## src/rtl/param_scan_pkg.sv

```systemverilog
// param_scan_pkg
//   Shared types for the parameter-introspection responder: command and status
//   encodings carried on the request/response ports, the FSM state type and the
//   fixed width of a packed parameter name (8 ASCII chars).
//   No ports (package).
//   Related build macro: PARAM_SCAN_ERR_CNT_EN (used by param_scan_responder).
package param_scan_pkg;

    localparam int NAME_W = 64;

    typedef enum logic [1:0] {
        CMD_ITERATE   = 2'd0,
        CMD_SCAN      = 2'd1,
        CMD_GET_NAME  = 2'd2,
        CMD_GET_VALUE = 2'd3
    } cmd_e;

    typedef enum logic [1:0] {
        ST_OK             = 2'd0,
        ST_ERR_NO_ITER    = 2'd1,
        ST_ERR_BAD_HANDLE = 2'd2
    } status_e;

    typedef enum logic [1:0] {
        S_IDLE   = 2'd0,
        S_LOOKUP = 2'd1,
        S_RESP   = 2'd2
    } state_e;

endpackage

```

## src/rtl/param_table_rom.sv

```systemverilog
// param_table_rom
//   Combinational handle -> {name, value} lookup over the compile-time table.
//   Entry i lives at PARAM_NAMES[i*64 +: 64] / PARAM_VALUES[i*VALUE_W +: VALUE_W]
//   and is addressed by handle i+1 (handle 0 is the null handle).
// Ports
//   handle_i  in   HANDLE_W  handle to look up
//   hit_o     out  1         handle is in 1..N_PARAMS
//   name_o    out  64        entry name (0 on miss)
//   value_o   out  VALUE_W   entry value (0 on miss)
module param_table_rom
    import param_scan_pkg::*;
#(
    parameter int N_PARAMS = 4,
    parameter int VALUE_W  = 32,
    parameter int HANDLE_W = $clog2(N_PARAMS + 2),
    // Tables are sized to at least one entry so an empty table stays legal.
    parameter logic [(N_PARAMS > 0 ? N_PARAMS : 1)*NAME_W-1:0]  PARAM_NAMES  = '0,
    parameter logic [(N_PARAMS > 0 ? N_PARAMS : 1)*VALUE_W-1:0] PARAM_VALUES = '0
) (
    input  logic [HANDLE_W-1:0] handle_i,
    output logic                hit_o,
    output logic [NAME_W-1:0]   name_o,
    output logic [VALUE_W-1:0]  value_o
);

    // Compare against every valid handle instead of indexing with handle-1,
    // so out-of-range handles never produce an out-of-bounds select.
    always_comb begin
        hit_o   = 1'b0;
        name_o  = '0;
        value_o = '0;
        for (int i = 0; i < N_PARAMS; i++) begin
            if (handle_i == HANDLE_W'(i + 1)) begin
                hit_o   = 1'b1;
                name_o  = PARAM_NAMES[i*NAME_W +: NAME_W];
                value_o = PARAM_VALUES[i*VALUE_W +: VALUE_W];
            end
        end
    end

endmodule

```

## src/rtl/param_scan_responder.sv

```systemverilog
// param_scan_responder
//   Target side of an iterate/scan/get parameter-introspection protocol.
//   One transaction outstanding: IDLE (accept) -> LOOKUP (compute) -> RESP (hold).
// Ports
//   clk, rst     clock, synchronous active-high reset
//   req_valid/req_ready, req_cmd[1:0], req_handle[HANDLE_W-1:0]   request
//   rsp_valid/rsp_ready, rsp_status[1:0], rsp_handle, rsp_data[63:0] response
//   err_count[15:0]  (only with PARAM_SCAN_ERR_CNT_EN) saturating count of
//                    accepted requests answered with a non-OK status
// Build macro: PARAM_SCAN_ERR_CNT_EN enables the error counter and its port.
module param_scan_responder
    import param_scan_pkg::*;
#(
    parameter int N_PARAMS = 4,
    parameter int VALUE_W  = 32,
    parameter logic [(N_PARAMS > 0 ? N_PARAMS : 1)*NAME_W-1:0]  PARAM_NAMES  = '0,
    parameter logic [(N_PARAMS > 0 ? N_PARAMS : 1)*VALUE_W-1:0] PARAM_VALUES = '0,
    parameter int HANDLE_W = $clog2(N_PARAMS + 2)
) (
    input  logic                clk,
    input  logic                rst,
    input  logic                req_valid,
    output logic                req_ready,
    input  logic [1:0]          req_cmd,
    input  logic [HANDLE_W-1:0] req_handle,
    output logic                rsp_valid,
    input  logic                rsp_ready,
    output logic [1:0]          rsp_status,
    output logic [HANDLE_W-1:0] rsp_handle,
    output logic [63:0]         rsp_data
`ifdef PARAM_SCAN_ERR_CNT_EN
    ,
    output logic [15:0]         err_count
`endif
);

    localparam logic [HANDLE_W-1:0] N_H = HANDLE_W'(N_PARAMS);

    state_e              state_q, state_d;
    cmd_e                cmd_q;
    logic [HANDLE_W-1:0] handle_q;
    logic [HANDLE_W-1:0] cursor_q, cursor_d;
    logic                iter_q, iter_d;
    status_e             status_q, status_d;
    logic [HANDLE_W-1:0] rhandle_q, rhandle_d;
    logic [63:0]         data_q, data_d;

    logic                rom_hit;
    logic [NAME_W-1:0]   rom_name;
    logic [VALUE_W-1:0]  rom_value;

    param_table_rom #(
        .N_PARAMS     (N_PARAMS),
        .VALUE_W      (VALUE_W),
        .HANDLE_W     (HANDLE_W),
        .PARAM_NAMES  (PARAM_NAMES),
        .PARAM_VALUES (PARAM_VALUES)
    ) u_rom (
        .handle_i (handle_q),
        .hit_o    (rom_hit),
        .name_o   (rom_name),
        .value_o  (rom_value)
    );

    assign req_ready  = (state_q == S_IDLE);
    assign rsp_valid  = (state_q == S_RESP);
    assign rsp_status = status_q;
    assign rsp_handle = rhandle_q;
    assign rsp_data   = data_q;

    always_comb begin
        state_d   = state_q;
        cursor_d  = cursor_q;
        iter_d    = iter_q;
        status_d  = status_q;
        rhandle_d = rhandle_q;
        data_d    = data_q;
        case (state_q)
            S_IDLE: begin
                if (req_valid) state_d = S_LOOKUP;
            end
            S_LOOKUP: begin
                state_d   = S_RESP;
                status_d  = ST_OK;
                rhandle_d = '0;
                data_d    = '0;
                case (cmd_q)
                    CMD_ITERATE: begin
                        cursor_d = '0;
                        // An empty table hands back the null iterator.
                        if (N_PARAMS > 0) begin
                            iter_d    = 1'b1;
                            rhandle_d = HANDLE_W'(1);
                        end else begin
                            iter_d    = 1'b0;
                        end
                    end
                    CMD_SCAN: begin
                        if (!iter_q) begin
                            status_d = ST_ERR_NO_ITER;
                        end else if (cursor_q < N_H) begin
                            rhandle_d = cursor_q + HANDLE_W'(1);
                            cursor_d  = cursor_q + HANDLE_W'(1);
                        end else begin
                            iter_d = 1'b0;  // end of list frees the iterator
                        end
                    end
                    CMD_GET_NAME: begin
                        if (rom_hit) data_d = rom_name;
                        else         status_d = ST_ERR_BAD_HANDLE;
                    end
                    default: begin  // CMD_GET_VALUE
                        if (rom_hit) data_d = 64'(rom_value);
                        else         status_d = ST_ERR_BAD_HANDLE;
                    end
                endcase
            end
            S_RESP: begin
                if (rsp_ready) state_d = S_IDLE;
            end
            default: state_d = S_IDLE;
        endcase
    end

    always_ff @(posedge clk) begin
        if (rst) begin
            state_q   <= S_IDLE;
            cmd_q     <= CMD_ITERATE;
            handle_q  <= '0;
            cursor_q  <= '0;
            iter_q    <= 1'b0;
            status_q  <= ST_OK;
            rhandle_q <= '0;
            data_q    <= '0;
        end else begin
            state_q   <= state_d;
            cursor_q  <= cursor_d;
            iter_q    <= iter_d;
            status_q  <= status_d;
            rhandle_q <= rhandle_d;
            data_q    <= data_d;
            if (state_q == S_IDLE && req_valid) begin
                cmd_q    <= cmd_e'(req_cmd);
                handle_q <= req_handle;
            end
        end
    end

`ifdef PARAM_SCAN_ERR_CNT_EN
    logic [15:0] err_q;

    always_ff @(posedge clk) begin
        if (rst) begin
            err_q <= '0;
        end else if (state_q == S_LOOKUP && status_d != ST_OK && err_q != 16'hFFFF) begin
            err_q <= err_q + 16'd1;
        end
    end

    assign err_count = err_q;
`endif

endmodule

```

## config.mk

```make
export PLATFORM = sky130hd
export DESIGN_NAME = param_scan_responder
export DESIGN_NICKNAME = d
export VERILOG_FILES = /design/src/rtl/param_scan_pkg.sv /design/src/rtl/param_table_rom.sv /design/src/rtl/param_scan_responder.sv
export SDC_FILE = /design/constraint.sdc
export NUM_CORES = 1
export LEC_CHECK = 0
export CAP_MARGIN = 15
export CORE_MARGIN = 2
export CORE_UTILIZATION = 44
export CTS_CLUSTER_DIAMETER = 80
export DETAILED_ROUTE_END_ITERATION = 12
export GPL_TIMING_DRIVEN = 0
export PLACE_DENSITY = 0.7
export REMOVE_ABC_BUFFERS = 1
export SETUP_SLACK_MARGIN = 0.2
export SYNTH_ARGS = -nofsm -noshare
export SYNTH_HDL_FRONTEND = slang
export SYNTH_HIERARCHICAL = 1
export SYNTH_SLANG_ARGS = --single-unit
```

## constraint.sdc

```tcl
create_clock -name clk -period 3.3 [get_ports clk]
set_clock_uncertainty 0.1 [all_clocks]
set_input_delay 0.66 -clock clk [delete_from_list [all_inputs] [get_ports clk]]
set_output_delay 0.66 -clock clk [all_outputs]
set_load 0.01 [all_outputs]
```

==> results of run 1 <==
-- through the flow --
step           setup WS (ps)  area, µm²  hold WS, ps
2_1_floorplan            715       3540          352
3_3_place_gp           -1320       4470          339
3_5_place_dp            1060       4540          345
4_1_cts                  947       4730          356
5_1_grt                  839       4760          386
6_report                 964       4760          356
-- cell type report --
type	count	area (µm²)
repair buffers	83	881
flip-flops and latches	80	1600
inverters	3	11.3
clock buffers	11	151
clock inverters	3	42.5
well taps	111	139
multi-input cells	279	1930
fillers	858	4350
-- registers in the layout, summed over array words and instances (netlist names) --
signal	count
handle_q	3
iter_q	1
rsp_handle	3
rsp_data	64
state_q	2
cmd_q	2
rsp_status	2
cursor_q	3
-- power groups by stage --
stage / combinational [W] / sequential [W] / clock, W
2_1_floorplan: 0.000110 / 0.00102 / 0
3_3_place_gp: 0.000163 / 0.00102 / 0
3_5_place_dp: 0.000184 / 0.00102 / 0
4_1_cts: 0.000185 / 0.000993 / 0.000751
5_1_grt: 0.000210 / 0.000995 / 0.000787
6_report: 0.000188 / 0.000993 / 0.000724
-- path summary, 6_finish.rpt --
kind / start / slack, ps / depth (start not counted) / endpoint
min: rsp_status[0] / 360 / 2 / rsp_status[0]
max: state_q[1] / 960 / 2 / rsp_valid
max reg2reg: state_q[0] / 1550 / 4 / rsp_data[56]
min reg2reg: rsp_status[0] / 360 / 2 / rsp_status[0]
-- Yosys cell counts (all sizes together) (2+ instances only) --
library cell and instances:
buf 115, dfxtp 80, nor2 41, mux2i 38, a32oi 32, o2bb2ai 32, clkbuf 8, a21oi 7
nand2b 7, nand2 5, nor2b 4, inv 3, ha 2, nand4 2, or3 2
-- routing by layer --
metal	routed length (µm)	share of wire, %
met1	3660	50
met2	3070	42
met3	561	7.6
met4	92	1.2
met5	0	0
-- worst register-to-register path: cells and delay by family (launching register included) --
family	cells	cell delay, ps
compound gates	1	160
buf+inv	1	350
flops	1	460
simple gates	2	530
-- logic make-up (layout without fill, tap and decap cells) --
kind of cell	count (synthesis)	count (layout)	synth area share (%)
xor+xnor	1	1	0.215
simple gates	64	64	7.79
other cells	1	96	0.0920
fa+ha+maj	2	2	0.614
buf+inv	126	100	22.2
compound gates	78	78	20.5
mux	38	38	9.33
flops	80	80	39.3
==> results_dict.tcl, run 1 <==
set metrics [dict create \
    outcome "finished, final reports clean" \
    ys_ff_latch 80 \
    grt_max_degree 53 \
    crit_slowest_cell "clkdlybuf4s50_1" \
    drt_iter0_markers 56 \
    tightest_slew_ps 952 \
    cp_top_family "buffers and inverters" \
    p_int_w 0.00144 \
    relSlewSlack_pct 36.5 \
    gr-usage-met2_pct 22.5 \
    met3_usage_pct 5.08 \
    cts_made_buffers 9 \
    synth_cell_types 34 \
    routedWlPerCell_um 13.0 \
    grt_usage_pct 15.1 \
    tritoncts "done" \
    fin_tns_setup_ps 0 \
    nets 467 \
    final_util_pct 52.3 \
    io_pins 80 \
    top_usage_layer "met2" \
    overflow 0 \
    rsz0062_at_grt "false" \
    grt_pass1_vias 2516 \
    cp_cell_sequence "nor2b_1 -> clkdlybuf4s50_1" \
    dp.cells 555 \
    initial_utilization_pct 44.8 \
    leakage_nw 1.80 \
    drv_slew 0 \
    p_comb_share_pct 9.9 \
    crit_path_end_kind "output port" \
    cts_hold_buf 0 \
    hpwl_um 4610 \
    path_class "flip-flop to output port" \
    drcViolationCount 0 \
    layout_common_cells "96 x conb_1, 79 x dfxtp_1, 78 x clkdlybuf4s50_1" \
    vias_per_cell 4.54 \
    cpPeakStageDelay_ps 580 \
    seq_area_frac_synth_pct 39.3 \
    clock.fmax_mhz 428 \
    synth_area_um2 4080 \
    clock_path_buffers 2 \
    p_sw_w 0.000466 \
    synthToLayoutAreaGrowth_pct 16.7 \
    finalCritPeriodShare_pct 70.8 \
    ys.flop_type "dfxtp_1" \
    ys.warnings.count 6 \
    coreArea_um2 9110 \
    final_common_cell "conb_1" \
    cts-htree-levels 3 \
    cts.clk_slew.worst_paths_ps 80 \
    cts_setup_buffers 0 \
    totalWireLength_um 7380 \
    synthArstFlopShare_pct 0 \
    synth_edf_count 0 \
    ir_worst_vdd_mv 0.222 \
    clkSinkCount 80 \
    final_cells 570 \
    p_seq_share_pct 52.1 \
    ys_top_cells_by_area "dfxtp_1 39%, buf_4 19%, o2bb2ai_2 11%, mux2i_1 9.3%, a32oi_1 6.9%" \
    finalSetupViolations 0 \
    antenna_found_initial 0 \
    antenna_left 0 \
    power_density_nw_per_um2 400 \
    total_power_w 0.00190 \
    die_w_um 100 \
    dr.pass1.iters 4 \
    cp_data_required_time_ps 2540 \
    critPathArrivalTime_ps 1580 \
    die-area_um2 10100 \
    gp_congestion 0.722 \
    start_kind "flip-flop" \
    hold_viol_final 0 \
    fp-row-count 35 \
    synth_top_area_share_pct 39.3 \
    drive_gt1_share_pct 12.2 \
    cts_root_buffer "clkbuf_8" \
    crit_buf_inv 1 \
    critPathMaxFanout 6 \
    hold_path_class "flip-flop to flip-flop" \
    maxCapViolations 0 \
    gr-usage-met1_pct 20.5 \
    grt_pass1_wl_um 12300 \
    p_sw_share_pct 24.5 \
    portBuffers 79 \
    clk_latency_ps 340 \
    yosysTopAreaCell "dfxtp_1" \
    synthCells 390 \
    period_minus_slack_ps 2340 \
    fp.dieH_um 100 \
    antenna_cells 0 \
    p_clk_share_pct 38.0 \
    num_vias 2589 \
    syn_area_per_cell_um2 10.5 \
    cts_resized 0 \
]
Power figures use the tool's default switching activity.
==> run 2, diff against run 1 <==
- clock period: 3.3 -> 2.3 ns (I/O delays scaled with it)
==> results_dict.tcl, run 2 (synthesized netlist as in run 1, its figures left out) <==
set metrics [dict create \
    outcome "finished, final reports clean" \
    path_class "flip-flop to output port" \
    dp_slack_ps 261 \
    final-seq-area_um2 1600 \
    maxCapViolations 0 \
    clkSinkCount 80 \
    n_fill_cell 859 \
    gr-usage-met2_pct 22.5 \
    drive_gt1_share_pct 12.6 \
    initial_utilization_pct 44.8 \
    cts.clk_slew.worst_paths_ps 80 \
    final_common_cell "conb_1" \
    hpwl_um 4610 \
    cts_hold_buf 0 \
    critPathMaxFanout 6 \
    period_minus_slack_ps 1980 \
    tightest_slew_ps 930 \
    synthToLayoutAreaGrowth_pct 16.9 \
    clock.fmax_mhz 506 \
    coreArea_um2 9110 \
    place_area_um2 4540 \
    antenna_cells 0 \
    clock_path_buffers 2 \
    clk_latency_ps 340 \
    cp_data_required_time_ps 1740 \
    io_pins 80 \
    dr.pass1.iters 4 \
    num_vias 2598 \
    holdWs_ps 354 \
    cts_setup_buffers 0 \
    drv_slew 0 \
    fp.dieH_um 100 \
    met3_usage_pct 5.08 \
    hold_viol_final 0 \
    finalSetupViolations 0 \
    start_kind "flip-flop" \
    grt_usage_pct 15.1 \
    rsz0062_at_grt "false" \
    hold_path_class "flip-flop to flip-flop" \
    finalCritPeriodShare_pct 85.9 \
    vias_per_cell 4.56 \
    crit_buf_inv 1 \
    gp_congestion 0.722 \
    fin_ws_ps 324 \
    drt_iter0_markers 48 \
    stdcell_area_um2 4770 \
    power_density_nw_per_um2 573 \
    ir_worst_vdd_mv 0.319 \
    antenna_left 0 \
    die_w_um 100 \
    portBuffers 79 \
    cp_cell_sequence "nor2_1 -> clkdlybuf4s50_1" \
    cts_made_buffers 9 \
    tritoncts "done" \
    top_usage_layer "met2" \
    overflow 0 \
    leakage_nw 1.82 \
    layout_common_cells "96 x conb_1, 78 x dfxtp_1, 77 x clkdlybuf4s50_1" \
    cpPeakStageDelay_ps 560 \
    routedWlPerCell_um 12.9 \
    die-area_um2 10100 \
    grt_pass1_vias 2523 \
    fp-row-count 35 \
    relSlewSlack_pct 38.0 \
    multi_input_area_um2 1930 \
    total_power_w 0.00273 \
    nets 467 \
    grt_max_degree 53 \
    crit_path_end_kind "output port" \
    gr-usage-met1_pct 20.5 \
    drcViolationCount 0 \
    antenna_found_initial 0 \
    totalWireLength_um 7370 \
    rr_worst_depth 4 \
    cts_root_buffer "clkbuf_8" \
    cts-htree-levels 3 \
    hold_depth 2 \
    cp_top_family "buffers and inverters" \
    worst-path-stages 2 \
    fin_tns_setup_ps 0 \
    largest_reg_flops 64 \
    critPathArrivalTime_ps 1420 \
    grt_pass1_wl_um 12300 \
    crit_slowest_cell "clkdlybuf4s50_1" \
]
run 2: changes by cell type in the layout (fill, tap and decap cells not counted), sizes merged:
cell / before / now
clkdlybuf4s50: 78 / 77
dlymetal6s2s: 0 / 1
run 2: power by group:
group          internal [W]  switching (W)  total [W]  leakage [nW]
Clock              0.000548       0.000491    0.00104        0.0973
Combinational      0.000113       0.000157   0.000270          1.08
Sequential          0.00140      0.0000217    0.00143         0.647
Total               0.00206       0.000669    0.00273          1.82
run 2: final cells by class:
type | instances | area share [%]
clock buffers | 11 | 3.18
clock inverters | 3 | 0.893
inverters | 3 | 0.236
multi-input cells | 279 | 40.6
flip-flops and latches | 80 | 33.7
well taps | 111 | 2.91
repair buffers | 83 | 18.5
run 2: layer usage:
layer	part of all wire, %	up-vias
li1	-	1328
met1	49	1192
met2	43	73
met3	7.8	5
met4	0.95	0
met5	0	-
run 2: worst paths after layout:
check,slack [ps],to,from
hold / removal,350,rsp_status[0],rsp_status[0]
setup reg to reg,520,rsp_data[56],state_q[0]
setup / recovery,320,req_ready,state_q[0]
hold reg to reg,350,rsp_status[0],rsp_status[0]
run 2: per-stage QoR:
step	instances	util, %
finish	570	52.3
global route	570	52.3
CTS	569	52.0
detailed placement	555	49.8
global placement	552	49.1
floorplan	362	-
run 2: timing repair:
item,4_1_cts,5_1_grt
endpoints found under the setup margin,1,1
resized for setup,1,2
hold endpoints to repair,0,0
pin swaps,0,0
run 2: worst reg2reg max path, stage by stage (launching register included):
cell	delay (ps)
dfxtp_1	480
nand2b_1	480
buf_16	350
a32oi_1	160
nor2_1	60
